===== src/rtl/ripple_count_monitor.sv =====
// ripple_count_monitor
//
// Watches the 4-bit output of an asynchronous ripple counter from a
// synchronous clock domain. The raw count is synchronized, debounced until it
// has been stable long enough, and each committed value is compared with the
// previous one. Legal single steps in the expected direction advance a 12-bit
// extended count; anything else is flagged as a step error.
//
// Parameters
//   STABLE_CYC   clk cycles a synchronized value must hold before it commits
//                (legal range 1..15)
//
// Ports
//   clk          single clock, all state on the rising edge
//   rst_n        asynchronous active-low reset
//   cnt_in[3:0]  ripple-counter q outputs, asynchronous to clk, may glitch
//   up           expected direction (1 = up, 0 = down), sampled at commit
//   clr          synchronous clear, active-high, wins over a coincident commit
//   count_valid  a committed value exists
//   count_out    last committed cnt_in value
//   ext_count    extended count of legal steps, mod 4096
//   wrap         one-cycle pulse on a legal 15->0 (up) or 0->15 (down) step
//   step_err     one-cycle pulse on an illegal step

module ripple_count_monitor #(
  parameter int STABLE_CYC = 2
) (
  input  logic        clk,
  input  logic        rst_n,
  input  logic [3:0]  cnt_in,
  input  logic        up,
  input  logic        clr,
  output logic        count_valid,
  output logic [3:0]  count_out,
  output logic [11:0] ext_count,
  output logic        wrap,
  output logic        step_err
);

  // Saturation ceiling of the stability counter, and the value it holds on
  // the edge that commits. Committing one below the ceiling while the counter
  // still advances means a value that stays put commits exactly once.
  localparam logic [3:0] STAB_MAX    = 4'(STABLE_CYC);
  localparam logic [3:0] STAB_COMMIT = 4'(STABLE_CYC - 1);

  typedef enum logic {
    IDLE  = 1'b0,   // no reference value yet
    TRACK = 1'b1    // count_out holds a reference for step checking
  } state_e;

  // Synchronizer
  logic [3:0]  s1_q, s1_d;
  logic [3:0]  s2_q, s2_d;

  // Stability filter
  logic [3:0]  cand_q, cand_d;
  logic [3:0]  stab_q, stab_d;
  logic        commit_s;

  // Tracker
  state_e      state_q, state_d;
  logic        count_valid_q, count_valid_d;
  logic [3:0]  count_out_q, count_out_d;
  logic [11:0] ext_count_q, ext_count_d;
  logic        wrap_q, wrap_d;
  logic        step_err_q, step_err_d;
  logic [3:0]  delta_s;

  // Synchronizer next state: it keeps shifting through clr.
  always_comb begin
    s1_d = cnt_in;
    s2_d = s1_q;
  end

  // Stability filter: restart on any change, otherwise count up to the
  // ceiling; clr reloads the candidate from the synchronizer.
  always_comb begin
    cand_d   = cand_q;
    stab_d   = stab_q;
    commit_s = 1'b0;
    if (clr) begin
      cand_d = s2_q;
      stab_d = 4'd0;
    end else if (s2_q != cand_q) begin
      cand_d = s2_q;
      stab_d = 4'd0;
    end else begin
      if (stab_q < STAB_MAX) begin
        stab_d = stab_q + 4'd1;
      end else begin
        stab_d = stab_q;
      end
      commit_s = (stab_q == STAB_COMMIT);
    end
  end

  // Step distance from the reference to the newly committed value, mod 16:
  // 1 is one step up, 15 is one step down.
  always_comb begin
    delta_s = cand_q - count_out_q;
  end

  // Tracker FSM next state and pulse outputs.
  always_comb begin
    state_d       = state_q;
    count_valid_d = count_valid_q;
    count_out_d   = count_out_q;
    ext_count_d   = ext_count_q;
    wrap_d        = 1'b0;
    step_err_d    = 1'b0;
    if (clr) begin
      state_d       = IDLE;
      count_valid_d = 1'b0;
      count_out_d   = 4'd0;
      ext_count_d   = 12'd0;
    end else if (commit_s) begin
      case (state_q)
        IDLE: begin
          // First value after reset/clear only establishes the reference.
          count_out_d   = cand_q;
          count_valid_d = 1'b1;
          state_d       = TRACK;
        end
        TRACK: begin
          if (cand_q != count_out_q) begin
            // Always resync, even on an illegal step, so one bad step does
            // not cascade into further errors.
            count_out_d = cand_q;
            if (up && (delta_s == 4'd1)) begin
              ext_count_d = ext_count_q + 12'd1;
              wrap_d      = (count_out_q == 4'd15);
            end else if (!up && (delta_s == 4'd15)) begin
              ext_count_d = ext_count_q - 12'd1;
              wrap_d      = (count_out_q == 4'd0);
            end else begin
              step_err_d  = 1'b1;
            end
          end else begin
            // Re-commit of the same value (e.g. after a glitch): nothing to do.
            count_out_d = count_out_q;
          end
        end
        default: begin
          state_d = IDLE;
        end
      endcase
    end else begin
      state_d = state_q;
    end
  end

  // All state registers, asynchronously cleared.
  always_ff @(posedge clk or negedge rst_n) begin
    if (!rst_n) begin
      s1_q          <= 4'd0;
      s2_q          <= 4'd0;
      cand_q        <= 4'd0;
      stab_q        <= 4'd0;
      state_q       <= IDLE;
      count_valid_q <= 1'b0;
      count_out_q   <= 4'd0;
      ext_count_q   <= 12'd0;
      wrap_q        <= 1'b0;
      step_err_q    <= 1'b0;
    end else begin
      s1_q          <= s1_d;
      s2_q          <= s2_d;
      cand_q        <= cand_d;
      stab_q        <= stab_d;
      state_q       <= state_d;
      count_valid_q <= count_valid_d;
      count_out_q   <= count_out_d;
      ext_count_q   <= ext_count_d;
      wrap_q        <= wrap_d;
      step_err_q    <= step_err_d;
    end
  end

  assign count_valid = count_valid_q;
  assign count_out   = count_out_q;
  assign ext_count   = ext_count_q;
  assign wrap        = wrap_q;
  assign step_err    = step_err_q;

endmodule


===== config.mk =====
export PLATFORM = sky130hd
export DESIGN_NAME = ripple_count_monitor
export DESIGN_NICKNAME = d
export VERILOG_FILES = /design/src/rtl/ripple_count_monitor.sv
export SDC_FILE = /design/constraint.sdc
export NUM_CORES = 1
export LEC_CHECK = 0
export ABC_AREA = 1
export CORE_MARGIN = 3
export CORE_UTILIZATION = 52
export CTS_BUF_LIST = sky130_fd_sc_hd__clkbuf_2 sky130_fd_sc_hd__clkbuf_4 sky130_fd_sc_hd__clkbuf_8
export CTS_CLUSTER_DIAMETER = 30
export DETAILED_ROUTE_END_ITERATION = 6
export HOLD_SLACK_MARGIN = 0.08
export PLACE_DENSITY = 0.74
export SLEW_MARGIN = 20
export SYNTH_ARGS = -nofsm -noshare
export SYNTH_HDL_FRONTEND = slang
export SYNTH_SLANG_ARGS = --single-unit

===== constraint.sdc =====
create_clock -name clk -period 2.6 [get_ports clk]
set_clock_uncertainty 0.2 [all_clocks]
set_input_delay 0.26 -clock clk [delete_from_list [all_inputs] [get_ports clk]]
set_output_delay 0.26 -clock clk [all_outputs]
set_load 0.02 [all_outputs]

==> Yosys cells after proc, flatten, opt, wreduce, memory -nomap -nowiden <==
Index checks and enable logic that the tools add are counted.
{ "op_classes": {"n_addsub": 4, "order_cmp": 1, "eq_ne": 8, "muxes": 34, "bitwise": 1, "reduce_logical": 13} }
{ "ops": {"columns": ["op", "n"], "rows": [
  ["12-bit two-way mux", 6],
  ["4-bit two-way mux", 8],
  ["1-bit two-way mux", 19],
  ["12-bit by 1-bit adder with 12-bit output (second input constant)", 1],
  ["12-bit by 1-bit subtractor with 12-bit output (second input constant)", 1],
  ["4-bit by 1-bit equality test with 1-bit output (second input constant)", 2],
  ["4-bit equality test (second input constant)", 2],
  ["4-bit != test", 2],
  ["4-bit case mux with 2 select lines", 1],
  ["2-bit nonzero test", 4],
  ["3-bit nonzero test", 2],
  ["4-bit by 1-bit adder with 4-bit output (second input constant)", 1],
  ["4-bit zero test", 1],
  ["4-bit by 2-bit < comparator with 1-bit output (second input constant)", 1],
  ["2-bit AND reduction", 2],
  ["4-bit AND reduction", 1],
  ["4-bit subtractor", 1],
  ["3-bit by 2-bit != test with 1-bit output (second input constant)", 1],
  ["1-bit logical AND", 2],
  ["2-bit != test (second input constant)", 1],
  ["1-bit zero test", 1],
  ["1-bit NOT", 1]
]} }
{ "totals": {"reg_bits": 36, "in_bits": 8, "out_inout_bits": 19, "word_cells": 71} }

==> Depth between registers and ports, before layout <==
{ "depth": {"word_depth": 9, "mapped_depth": 19, "ltp_nobuf": 19} }

==> Least setup slack after synthesis <==
No wires, ideal clock.
{ "synth_timing": {"kind": "reg-to-reg", "start": "reg count_out_q[0], in the netlist count_out[0]", "end": "reg ext_count_q[7], in the netlist ext_count[7]", "setup_ns": 0.119, "arrival_time_ns": 2.650, "required_ns": 2.281, "setup_slack_ns": -0.369, "path_stages_with_launch": 14, "n_path_buf": 0, "period_less_slack_ns": 2.969, "cell_sequence": "dfrtp_1 ha_1 inv_1 fa_1 xnor2_1 nand2_1 nor2_4 nand2_4 ha_1 a21oi_1 o21ai_1 a21oi_1 xor2_1 o21ai_2"} }
{ "synth_via": {"elab_chain_cells": 8, "elab_cells_between_ends": 14, "cone_classes": "add/sub: 1; eq/ne: 3; mux: 5; reduce/logical: 5"} }
{ "synth_lines": {"columns": ["element", "line", "source"], "rows": [
  ["from (decl)", "63", "logic [3:0] count_out_q, count_out_d;"],
  ["from (signal assigned)", "172", "count_out_q <= count_out_d;"],
  ["4-bit subtractor", "100", "delta_s = cand_q - count_out_q;"],
  ["4-bit by 1-bit equality test with 1-bit output", "129", "if (up && (delta_s == 4'd1)) begin"],
  ["1-bit logical AND", "129", null],
  ["12-bit two-way mux", "129", null],
  ["12-bit two-way mux", "125", "if (cand_q != count_out_q) begin"],
  ["12-bit two-way mux", "117", "case (state_q)"],
  ["12-bit two-way mux", "116", "end else if (commit_s) begin"],
  ["12-bit two-way mux", "111", "if (clr) begin"],
  ["to (signal assigned)", "173", "ext_count_q <= ext_count_d;"],
  ["to (decl)", "64", "logic [11:0] ext_count_q, ext_count_d;"]
]} }
Parallel ways exist; a longest one is shown, timed or not. The select of a mux whose other input is x is not followed.
A chain may end at the register's enable or synchronous reset.

==> Worst setup path after layout <==
{ "layout_timing": {"start": "reg cand_q[0]", "end": "reg ext_count_q[11], in the netlist ext_count[11]"} }
{ "layout_via": {"elab_chain_cells": 8, "elab_cells_between_ends": 18, "cone_classes": "add/sub: 1; eq/ne: 4; mux: 7; reduce/logical: 6"} }
{ "layout_lines": {"columns": ["element", "line", "source"], "rows": [
  ["from (decl)", "56", "logic [3:0] cand_q, cand_d;"],
  ["from (signal assigned)", "168", "cand_q <= cand_d;"],
  ["4-bit subtractor", "100", null],
  ["4-bit by 1-bit equality test with 1-bit output", "129", null],
  ["1-bit logical AND", "129", null],
  ["12-bit two-way mux", "129", null],
  ["12-bit two-way mux", "125", null],
  ["12-bit two-way mux", "117", null],
  ["12-bit two-way mux", "116", null],
  ["12-bit two-way mux", "111", null]
]} }
Parallel ways exist; a longest one is shown, timed or not. The select of a mux whose other input is x is not followed.

==> results by group <==
Global route
  – Antenna violations before repair: 0
  – First-pass GRT wire length: approximately 9.4 mm
  – Total GRT Usage: 0.232
  – Grt total ovfl: 0
  – Vias in the first global route: 1973
  – Pin count of the biggest net entering global routing: 37

Placement
  – Placer Congestion: 0.833
  – I/O Buffers: 26
  – Dpl ws: -377 ps
  – Hpwl dp: roughly 3.8 mm
  – Placed inst area: around 2900 µm²

Yosys
  – Synth Area in XOR/XNOR: 0.0347
  – Synth area leaders: dfrtp_1, nand2_1, ha_1, inv_1, nand3_1
  – Cell taking the most area after synthesis: dfrtp_1
  – Async SR Flop Fraction: 1.00
  – Mapped Area: ~2300 µm²
  – Mux contribution to synthesized area: 0
  – Post-Synth Simple-Gate Area: 0.279
  – Synthesis Warnings: 0
  – Largest family of logic cells by synthesized area: simple AND/OR/NAND/NOR gates
  – Syn_nets: roughly 300
  – Main synth FF type: dfrtp_1
  – Mean post-synth cell area: ~8.3 µm²
  – Synth Area in Adders: 0.106
  – Compound-Gate Fraction of Synth Area: 0.0970
  – Synth unique cells: 30
  – EDFF count, synth: 0
  – Sequential area share after synthesis: 0.397
  – Synth Register Bits: 36
  – Syn Inst Count: around 270
  – Synth top area share: 0.397

Layout
  – Fin nets: around 360
  – Layout cell share with drive strength beyond 1: 0.418
  – Commonest non-fill, non-tap cell in the layout: nand2_1
  – P&R area growth vs syn: 45.9%
  – Inserted Diodes: 0
  – Most frequent cells in the layout: nand2_1, dfrtp_1, buf_4
  – Post-route cell area: 3310 µm²
  – Finished Core Util: 0.805

Routing
  – First-pass DRT Iterations: 4
  – DR vias/cell: ~5.3
  – Vias: a little over 2000
  – Routed len/inst: approximately 15 µm
  – Post-DRT Antenna Nets: 0
  – DRC Markers: 0
  – 1st-iter DRT viols: approximately 140
  – Routed Wire Length: approximately 5.9 mm

Critical path
  – CP endpoint kind: register
  – Critical path fanouts, max: 7
  – Worst Path Arrival: about 3000 ps
  – Crit-path cells: inv_2, ha_4, inv_2, fa_2, xnor2_2, nand2_2, nor2_4, nand2_8, ha_4, nand2_1, nor2_2, nand3_2, nand3_2, nand3_1, nand3_1, nand2_1
  – WS Path Type: reg -> reg
  – Slowest stage cell, crit path: dfrtp_1
  – Largest stage delay on the critical path: ~400 ps
  – Critical Path RT: about 2600 ps
  – Startpoint Class: register

Power and ir drop
  – Power Dens Cells: approximately 420 nW/µm²
  – Total Power: 1.40 mW
  – Maximum VDD drop: 515 µV
  – Static leakage: approximately 1.6 nW

Die
  – Die Area: between 5000 and 6000 µm²
  – Initial core utilization: 0.552
  – I/O pins: 27
  – Die Y: between 70 and 80 µm
  – Row count: 23
  – Die X: between 70 and 80 µm
  – Core ar.: approximately 4100 µm²

Timing
  – Period utilization: 1.16
  – Final max-slew violation count: 0
  – RSZ-0062 raised after global routing: true
  – Sum Neg Setup Slack: -4050 ps
  – Fmax: approximately 330 MHz
  – Rel. slew slack: 0.448
  – Fin worst setup slack: -427 ps
  – Worst slew pin tran: approximately 830 ps
  – Final Hold Fails: 0
  – Crit path time final: 3030 ps
  – Final setup viols: 13

CTS
  – CTS tree: yes
  – Clk_lat worst skew: roughly 290 ps
  – CTS sink count: 36
  – Htree depth: 2
  – Clock buffer depth: 2
  – Num CTS Buffers: 5
  – Clock transition at path regs: about 80 ps
  – CTS Root Cell: clkbuf_8

Job
  – Max-Cap Viols: 0

Status
  – Failing checks: setup timing
  – Status: complete, but fails checks

Hold path
  – Worst hold path class: reg -> reg
-- state kept, by name, indices dropped and copies added (netlist names) --
register / flops
s1_q: 4
cand_q: 4
wrap: 1
step_err: 1
ext_count: 12
stab_q: 4
count_valid: 1
count_out: 4
state_q: 1
s2_q: 4
-- per-stage QoR --
step,hold slack (ps),std cells
floorplan,-236,272
global placement,133,368
detailed placement,138,368
CTS,156,381
global route,160,387
finish,153,387
-- metal layers --
layer / vias to the layer above / routed length, µm / track usage / share of wire
li1: 1001 / - / - / -
met3: 5 / 286 / 0.0388 / 0.049
met5: - / 0 / 0 / 0
met2: 61 / 2960 / 0.377 / 0.50
met1: 995 / 2580 / 0.312 / 0.44
met4: 0 / 42 / 0.0835 / 0.0072
-- final cells by class --
cell class	count	area, µm²
multi-input cells	193	1510
flip-flops and latches	36	903
fillers	255	805
repair buffers	64	583
inverters	36	138
clock buffers	5	68.8
well taps	50	62.6
clock inverters	3	42.5
-- where the power goes --
part | internal [mW] | total [mW] | switching [mW] | leakage (nW)
sequential | 0.579 | 0.593 | 0.0142 | 0.465
clock | 0.284 | 0.503 | 0.219 | 0.0541
combinational | 0.129 | 0.301 | 0.172 | 1.09
-- kinds of logic after synthesis --
family	count (synthesis)
AOI/OAI and AO/OA	34
xor gates and xnor gates	9
adders and majority gates	18
buffers and inverters	44
DFF	36
and+or+nand+nor	131
-- synth_stat cells, types with 2 or more instances --
library cell / number
nand2_1: 67
dfrtp_1: 36
inv_1: 31
nand3_1: 21
nor2_1: 18
ha_1: 16
o21ai_2: 10
a21oi_1: 9
nand3_2: 8
o21ai_0: 8
xnor2_1: 7
inv_2: 5
nand2_2: 5
buf_6: 4
clkbuf_1: 4
a21o_1: 2
fa_1: 2
nand2_4: 2
nand4_1: 2
nor2_2: 2
nor2_4: 2
o21ai_1: 2
xor2_1: 2
-- worst paths after layout --
kind	startpoint	to	slack (ps)	cells after the start
setup / recovery	cand_q[0]	ext_count[11]	-430	16
hold / removal	s1_q[3]	s2_q[3]	150	0
setup reg to reg	cand_q[0]	ext_count[11]	-430	16
hold reg to reg	s1_q[3]	s2_q[3]	150	0
max in group asynchronous	rst_n	count_out[0]	1230	2
min in group asynchronous	rst_n	ext_count[10]	400	2
-- critical path, delay by kind of cell, from the launching register on --
family | cells | cell delay, ps
AND/OR/NAND/NOR | 10 | 1190
adder cells (fa/ha/maj) | 3 | 800
buffers and inverters | 2 | 130
XOR/XNOR | 1 | 200
flip-flops | 1 | 400
-- repair_timing --
| item | CTS | global route |
|---|---|---|
| hold endpoints to repair | 36 | 0 |
| setup buffers | 3 | 6 |
| hold buffers | 1 | 0 |
| cloned | 1 | 0 |
| resized for setup | 25 | 25 |
| pin swaps | 15 | 20 |
| setup endpoints to repair | 12 | 13 |
Note: power is estimated with default switching activity, not from simulation.
